<file path="config.mk">
export PLATFORM = sky130hd
export DESIGN_NAME = video_fetch_shifter_flat
export DESIGN_NICKNAME = d
export VERILOG_FILES = /design/src/rtl/video_pkg.sv /design/src/rtl/video_fetch_shifter_if.sv /design/src/rtl/video_raster_counter.sv /design/src/rtl/video_fetch_shifter.sv /design/src/flat_wrapper.sv
export SDC_FILE = /design/constraint.sdc
export NUM_CORES = 1
export LEC_CHECK = 0
export BUFFER_PORTS_ARGS = -buffer_cell sky130_fd_sc_hd__buf_2
export CAP_MARGIN = 20
export CORE_ASPECT_RATIO = 0.9
export CORE_MARGIN = 2
export CORE_UTILIZATION = 50
export DETAILED_ROUTE_END_ITERATION = 16
export GPL_ROUTABILITY_DRIVEN = 0
export PLACE_DENSITY_LB_ADDON = 0.05
export RECOVER_POWER = 25
export SLEW_MARGIN = 20
export SYNTH_ARGS = -nofsm -noshare
export SYNTH_HDL_FRONTEND = slang
export SYNTH_SLANG_ARGS = --single-unit
export TNS_END_PERCENT = 30
</file>
<file path="constraint.sdc">
create_clock -name clk -period 4.48 [get_ports clk]
set_input_delay 0.672 -clock clk [delete_from_list [all_inputs] [get_ports clk]]
set_output_delay 0.672 -clock clk [all_outputs]
set_load 0.01 [all_outputs]
</file>
<file path="src/rtl/video_pkg.sv">
// Shared raster timing constants, framebuffer defaults and address helper for the
// 512x342 video fetch/shift path.
`timescale 1ns/1ps
package video_pkg;

  localparam int H_W    = 6;
  localparam int V_W    = 9;
  localparam int ADDR_W = 21;
  localparam int DATA_W = 16;

  localparam logic [H_W-1:0] H_WORDS_TOTAL = 6'd44;
  localparam logic [H_W-1:0] ACTIVE_WORDS  = 6'd32;
  localparam logic [H_W-1:0] HSYNC_START   = 6'd34;
  localparam logic [H_W-1:0] HSYNC_END     = 6'd42;

  localparam logic [V_W-1:0] V_LINES_TOTAL = 9'd370;
  localparam logic [V_W-1:0] ACTIVE_LINES  = 9'd342;
  localparam logic [V_W-1:0] VSYNC_START   = 9'd345;
  localparam logic [V_W-1:0] VSYNC_END     = 9'd349;

  localparam logic [ADDR_W-1:0] SCREEN_BASE = 21'h1F2C80;
  localparam logic [ADDR_W-1:0] ALT_OFFSET  = 21'h004000;

  typedef struct packed {
    logic de;
    logic hblank;
    logic vblank;
    logic hsync_n;
    logic vsync_n;
  } raster_t;

  localparam raster_t RASTER_RESET = '{de: 1'b0, hblank: 1'b1, vblank: 1'b0,
                                       hsync_n: 1'b1, vsync_n: 1'b1};

  // Each line is 32 words, so the line offset is a plain shift; wraps modulo 2^21.
  function automatic logic [ADDR_W-1:0] word_addr(input logic [ADDR_W-1:0] base,
                                                  input logic [V_W-1:0]    line,
                                                  input logic [4:0]        word);
    logic [ADDR_W-1:0] line_off;
    logic [ADDR_W-1:0] word_off;
    line_off = {{(ADDR_W-V_W-5){1'b0}}, line, 5'b00000};
    word_off = {{(ADDR_W-5){1'b0}}, word};
    return base + line_off + word_off;
  endfunction

endpackage

</file>
<file path="src/rtl/video_fetch_shifter_if.sv">
// Memory-side bus between the video fetcher (master) and the RAM/bus-phase logic (slave).
`timescale 1ns/1ps
interface video_fetch_shifter_if import video_pkg::*; ();

  logic              cycle_ready;
  logic              video_bus_control;
  logic [DATA_W-1:0] vid_data;
  logic [ADDR_W-1:0] vid_addr;
  logic              vid_req;

  modport master (
    input  cycle_ready,
    input  video_bus_control,
    input  vid_data,
    output vid_addr,
    output vid_req
  );

  modport slave (
    output cycle_ready,
    output video_bus_control,
    output vid_data,
    input  vid_addr,
    input  vid_req
  );

endinterface

</file>
<file path="src/rtl/video_raster_counter.sv">
// Word/line counters advanced only by fetch events, with active/blank/sync decode
// of the word currently being addressed.
`timescale 1ns/1ps
module video_raster_counter
  import video_pkg::*;
(
  input  logic           clk,
  input  logic           reset_n,
  input  logic           fetch,
  output logic [4:0]     h_word,
  output logic [V_W-1:0] v_cnt,
  output raster_t        dec,
  output logic           vs_start_stb
);

  logic [H_W-1:0] h_cnt_q, h_cnt_d;
  logic [V_W-1:0] v_cnt_q, v_cnt_d;
  logic           h_wrap;
  logic           v_wrap;

  always_comb begin
    h_wrap  = (h_cnt_q == H_WORDS_TOTAL - 6'd1);
    v_wrap  = (v_cnt_q == V_LINES_TOTAL - 9'd1);
    h_cnt_d = h_cnt_q;
    v_cnt_d = v_cnt_q;
    if (fetch) begin
      if (h_wrap) begin
        h_cnt_d = '0;
        v_cnt_d = v_wrap ? '0 : v_cnt_q + 9'd1;
      end else begin
        h_cnt_d = h_cnt_q + 6'd1;
      end
    end
  end

  always_ff @(posedge clk or negedge reset_n) begin
    if (!reset_n) begin
      h_cnt_q <= '0;
      v_cnt_q <= '0;
    end else begin
      h_cnt_q <= h_cnt_d;
      v_cnt_q <= v_cnt_d;
    end
  end

  always_comb begin
    dec.hblank  = (h_cnt_q >= ACTIVE_WORDS);
    dec.vblank  = (v_cnt_q >= ACTIVE_LINES);
    dec.de      = !dec.hblank && !dec.vblank;
    dec.hsync_n = !((h_cnt_q >= HSYNC_START) && (h_cnt_q < HSYNC_END));
    dec.vsync_n = !((v_cnt_q >= VSYNC_START) && (v_cnt_q < VSYNC_END));
  end

  // Fires on the fetch that moves the line counter onto the first vsync line.
  assign vs_start_stb = fetch && h_wrap && (v_cnt_q == VSYNC_START - 9'd1);
  assign h_word       = h_cnt_q[4:0];
  assign v_cnt        = v_cnt_q;

endmodule

</file>
<file path="src/rtl/video_fetch_shifter.sv">
// Framebuffer fetch, 16-bit pixel serialiser and aligned raster timing outputs.
// Optional alternate-buffer select is built when VIDEO_ALT_BUFFER_EN is defined.
`timescale 1ns/1ps
module video_fetch_shifter
  import video_pkg::*;
(
  input  logic                  clk,
  input  logic                  reset_n,
  video_fetch_shifter_if.master bus,
`ifdef VIDEO_ALT_BUFFER_EN
  input  logic                  alt_screen,
`endif
  output logic                  pixel,
  output logic                  de,
  output logic                  hblank,
  output logic                  vblank,
  output logic                  hsync_n,
  output logic                  vsync_n
);

  logic [1:0] rst_sync_q, rst_sync_d;
  logic       rst_n_int;

  // Assertion is asynchronous; release is retimed to clk through two flops.
  assign rst_sync_d = {rst_sync_q[0], 1'b1};

  always_ff @(posedge clk or negedge reset_n) begin
    if (!reset_n) rst_sync_q <= '0;
    else          rst_sync_q <= rst_sync_d;
  end

  assign rst_n_int = rst_sync_q[1];

  logic           fetch;
  logic [4:0]     h_word;
  logic [V_W-1:0] v_cnt;
  raster_t        dec;
  logic           vs_start_stb;

  assign fetch = bus.cycle_ready && bus.video_bus_control;

  video_raster_counter u_raster (
    .clk          (clk),
    .reset_n      (rst_n_int),
    .fetch        (fetch),
    .h_word       (h_word),
    .v_cnt        (v_cnt),
    .dec          (dec),
    .vs_start_stb (vs_start_stb)
  );

  logic [ADDR_W-1:0] base;

`ifdef VIDEO_ALT_BUFFER_EN
  logic alt_q, alt_d;

  // Latched once per frame so a mid-frame toggle only takes effect next frame.
  always_comb begin
    alt_d = alt_q;
    if (vs_start_stb) alt_d = alt_screen;
  end

  always_ff @(posedge clk or negedge rst_n_int) begin
    if (!rst_n_int) alt_q <= 1'b0;
    else            alt_q <= alt_d;
  end

  assign base = alt_q ? (SCREEN_BASE - ALT_OFFSET) : SCREEN_BASE;
`else
  logic unused_vs_start_stb;
  assign unused_vs_start_stb = vs_start_stb;
  assign base = SCREEN_BASE;
`endif

  assign bus.vid_addr = word_addr(base, v_cnt, h_word);
  assign bus.vid_req  = dec.de;

  logic [DATA_W-1:0] sr_q, sr_d;
  logic              pixel_q, pixel_d;
  raster_t           dec_q, dec_d;
  raster_t           out_q, out_d;
  logic              load_q, load_d;

  // Blank words load zeros, so pixel is forced low wherever de is low.
  always_comb begin
    sr_d    = {sr_q[DATA_W-2:0], 1'b0};
    dec_d   = dec_q;
    load_d  = fetch;
    pixel_d = sr_q[DATA_W-1];
    if (fetch) begin
      sr_d  = dec.de ? bus.vid_data : '0;
      dec_d = dec;
    end
  end

  // Timing outputs take the loaded word's decode one clk after the fetch,
  // the same edge on which its MSB reaches pixel.
  always_comb begin
    out_d = out_q;
    if (load_q) out_d = dec_q;
  end

  always_ff @(posedge clk or negedge rst_n_int) begin
    if (!rst_n_int) begin
      sr_q    <= '0;
      pixel_q <= 1'b0;
      dec_q   <= RASTER_RESET;
      out_q   <= RASTER_RESET;
      load_q  <= 1'b0;
    end else begin
      sr_q    <= sr_d;
      pixel_q <= pixel_d;
      dec_q   <= dec_d;
      out_q   <= out_d;
      load_q  <= load_d;
    end
  end

  assign pixel   = pixel_q;
  assign de      = out_q.de;
  assign hblank  = out_q.hblank;
  assign vblank  = out_q.vblank;
  assign hsync_n = out_q.hsync_n;
  assign vsync_n = out_q.vsync_n;

endmodule

</file>
<file path="src/flat_wrapper.sv">
// flat-port wrapper written by rule: the top's interface ports become plain ports
module video_fetch_shifter_flat import video_pkg::*;
  (clk, reset_n, pixel, de, hblank, vblank, hsync_n, vsync_n, bus_cycle_ready, bus_video_bus_control, bus_vid_data, bus_vid_addr, bus_vid_req);
  video_fetch_shifter_if bus_i ();
  input  logic clk;
  input  logic reset_n;
  output logic pixel;
  output logic de;
  output logic hblank;
  output logic vblank;
  output logic hsync_n;
  output logic vsync_n;
  input wire logic [$bits(bus_i.cycle_ready)-1:0] bus_cycle_ready;
  input wire logic [$bits(bus_i.video_bus_control)-1:0] bus_video_bus_control;
  input wire logic [$bits(bus_i.vid_data)-1:0] bus_vid_data;
  output wire logic [$bits(bus_i.vid_addr)-1:0] bus_vid_addr;
  output wire logic [$bits(bus_i.vid_req)-1:0] bus_vid_req;
  assign bus_i.cycle_ready = bus_cycle_ready;
  assign bus_i.video_bus_control = bus_video_bus_control;
  assign bus_i.vid_data = bus_vid_data;
  assign bus_vid_addr = bus_i.vid_addr;
  assign bus_vid_req = bus_i.vid_req;
  video_fetch_shifter u_core (.clk(clk), .reset_n(reset_n), .bus(bus_i), .pixel(pixel), .de(de), .hblank(hblank), .vblank(vblank), .hsync_n(hsync_n), .vsync_n(vsync_n));
endmodule
</file>
==> impl_metrics.yaml <==
pwr:
  leakage_nw: 1.20
  total_power_mw: 1.11
  vdd_drop_max_v: 0.000248
  power-per-cell-area_nw_per_um2: 421
synthesis:
  syn_area_um2: 2390
  ys_seq_elements: 45
  ys_seq_area_share_pct: 47.4
  yosysWarnings: 0
  synth_top_area_share_pct: 40.8
  yosysTopAreaCell: "dfrtp_1"
  synthAdderAreaFrac_pct: 4.71
  synth_xor_area_share_pct: 2.20
  synth_edf_count: 0
  ys_types: 48
  synth_ff_type: "dfrtp_1"
  muxShareOfSynthArea_pct: 3.72
  syn_avg_cell_area_um2: 9.96
  synth-async-reset-ratio_pct: 100
  postSynthCellCount: 240
  synth-compound-area-share_pct: 17.6
  synth_top_family_by_area: "compound AO/OA/AOI/OAI gates"
  synth_area_leaders: "dfrtp_1 (41%), dfstp_2 (6.6%), nand2_1 (6.6%)"
  synthSimpleGateAreaFrac_pct: 15.6
placed_design:
  port_buffers: 41
  place_hpwl_mm: 3.13
finish:
  seq_area_um2: 1130
  final_common_cell: "nand2_1"
  area_delta_synth_final_pct: 10.5
  layout.nets: 297
  fillers: 416
  layout_common_cells: "nand2_1 (42), buf_2 (40), dfrtp_1 (39)"
  drive_above_1_share_pct: 28.3
  multiInputGateArea_um2: 1070
  antenna-diode-count: 0
floorplanning:
  die_h_um: 69.6
  floorplan.io_pins: 48
  num_rows: 23
  initial_core_util_pct: 52.9
  dieArea_um2: 5350
  core_um2: 4520
  die_w_um: 76.9
clocking:
  cts_buffers: 5
  cts_setup_buffers: 0
  hold_buffers: 0
  tritoncts: "done"
  root_buffer: "clkbuf_8"
  clkLatencyLatePin_ps: 300
  cts_sinks: 45
  clk_pin_slew_worst_paths_ps: 90
  clockBufferDepth: 2
  ctsResizeCount: 0
  cts_htree_levels: 2
global_route:
  antenna_found_initial: 0
  grt_max_degree: 44
  grtUsageTotal_pct: 18.7
  grt_pass1_wl_mm: 8.05
  grt_pass1_vias: 1677
  overflow: 0
worst_setup_path:
  path_max_fanout: 19
  critPathLaunchType: "flop"
  cp.arrival_ps: 2010
  cp.buffers_inverters: 3
  critPathRequiredTime_ps: 3810
  critPathKind: "reg -> out"
  slowest_delay_ps: 510
  crit_path_cell_trace: "inv_1 > ha_1 > a22oi_2 > a221oi_4 > buf_4 > nor2_1 > buf_2"
  crit_family: "buffers and inverters"
  crit_path_end_kind: "output pin"
  cp_slowest_cell: "dfrtp_1"
routing:
  via_count: 1793
  via_per_inst: 5.42
  wl_per_cell_um: 14.1
  ant_nets: 0
  drt_drc_violations_left: 0
  drt-total-wl_mm: 4.66
  drtPass1Iterations: 4
  drt_iter0_markers: 95
sta:
  fin_crit_ps: 2680
  hold_viol: 0
  rsz0062_at_grt: "no"
  relSlewSlack_pct: -10.5
  fmaxAchievable_mhz: 373
  worstMarginPinSlew_ps: 1660
  finalClockSkew_ps: 9.11
  setup_viol: 0
  fin_tns_setup_ps: 0
  timing.final.crit_share_pct: 59.9
  slew_violations: 44
outcome:
  violations: "max-capacitance violations, max-slew violations"
  outcome: "complete, but fails checks"
flow_run:
  maxCapViolations: 1
hold_path:
  hold_class: "in -> async"
## power breakdown
part / internal (mW) / total, mW / switching (mW)
clock: 0.166 / 0.300 / 0.134
combinational: 0.122 / 0.255 / 0.133
sequential: 0.467 / 0.557 / 0.0903
## state kept, by name, summed over array words and instances (netlist names), 2 cells and up
name                     cells
u_core.u_raster.h_cnt_q      6
u_core.u_raster.v_cnt        9
u_core.sr_q                 16
u_core.dec_q                 5
u_core.rst_sync_q            2
## per-stage QoR
step | hold WS, ps | instance area (um2) | std cells | util, % | worst slack, ps
floorplan | 331 | 2410 | 245 | - | 2300
global placement | 332 | 2540 | 323 | 56.1 | 2190
detailed placement | 336 | 2540 | 323 | 56.1 | 2150
CTS | 128 | 2640 | 331 | 58.5 | 1810
global route | 125 | 2640 | 331 | 58.5 | 1650
finish | 137 | 2640 | 331 | 58.5 | 1800
## metal layers
| metal | global-route usage (%) | up-vias | part of all wire, % |
|---|---|---|---|
| met5 | 0 | - | 0 |
| met4 | 6.06 | 0 | 1.4 |
| met3 | 5.47 | 8 | 7.4 |
| met2 | 26.4 | 61 | 43 |
| met1 | 27.7 | 848 | 48 |
| li1 | - | 876 | - |
## worst register-to-register path, delay by kind of cell (launching register included)
| kind | cells | cell delay (ps) |
|---|---|---|
| adder cells (fa/ha/maj) | 1 | 190 |
| flip-flops | 1 | 510 |
| buffers and inverters | 1 | 190 |
| AO/OA/AOI/OAI | 2 | 740 |
| AND/OR/NAND/NOR | 1 | 250 |
## cells by family after synthesis
group / Yosys count
simple gates: 74
compound gates: 60
flops: 45
buf+inv: 36
fa+ha+maj: 9
mux: 8
xor+xnor: 6
other cells: 2
## cells in the mapped netlist, types with 2 or more instances
library cell / n
o211a_1: 2
buf_4: 14
inv_1: 10
o211ai_1: 7
nand2_1: 42
and3_1: 2
nand4_1: 3
mux2_2: 7
a21oi_1: 4
dfstp_2: 6
a211o_1: 2
ha_1: 9
nor3_1: 5
conb_1: 2
o21ai_0: 25
clkbuf_1: 6
buf_2: 4
o21ai_2: 8
a41oi_1: 2
o31ai_1: 2
or3_1: 2
nand3_1: 6
nor2_1: 3
dfrtp_1: 39
xnor2_1: 5
## final cells by class
class,instances,share of cell area (%)
inverters,10,1.42
flip-flops and latches,45,42.9
clock buffers,6,2.75
clock inverters,2,1.33
well taps,62,2.94
repair buffers,42,8.01
multi-input cells,164,40.6
## worst paths after layout
path / startpoint / endpoint / slack, ps / cells past startpoint
min in group clk: u_core.rst_sync_q[0]$_DFF_PN0_ / u_core.rst_sync_q[1]$_DFF_PN0_ / 360 / 0
hold reg to reg: u_core.rst_sync_q[0]$_DFF_PN0_ / u_core.rst_sync_q[1]$_DFF_PN0_ / 360 / 0
setup reg to reg: u_core.u_raster.v_cnt[2]$_DFFE_PN0P_ / u_core.u_raster.v_cnt[3]$_DFFE_PN0P_ / 2480 / 5
setup / recovery: u_core.u_raster.v_cnt[3]$_DFFE_PN0P_ / bus_vid_req / 1800 / 7
max in group asynchronous: u_core.rst_sync_q[1]$_DFF_PN0_ / u_core.u_raster.h_cnt_q[0]$_DFFE_PN0P_ / 2810 / 0
hold / removal: reset_n / u_core.rst_sync_q[0]$_DFF_PN0_ / 140 / 1
No activity file was read; power rests on OpenSTA's default activity.
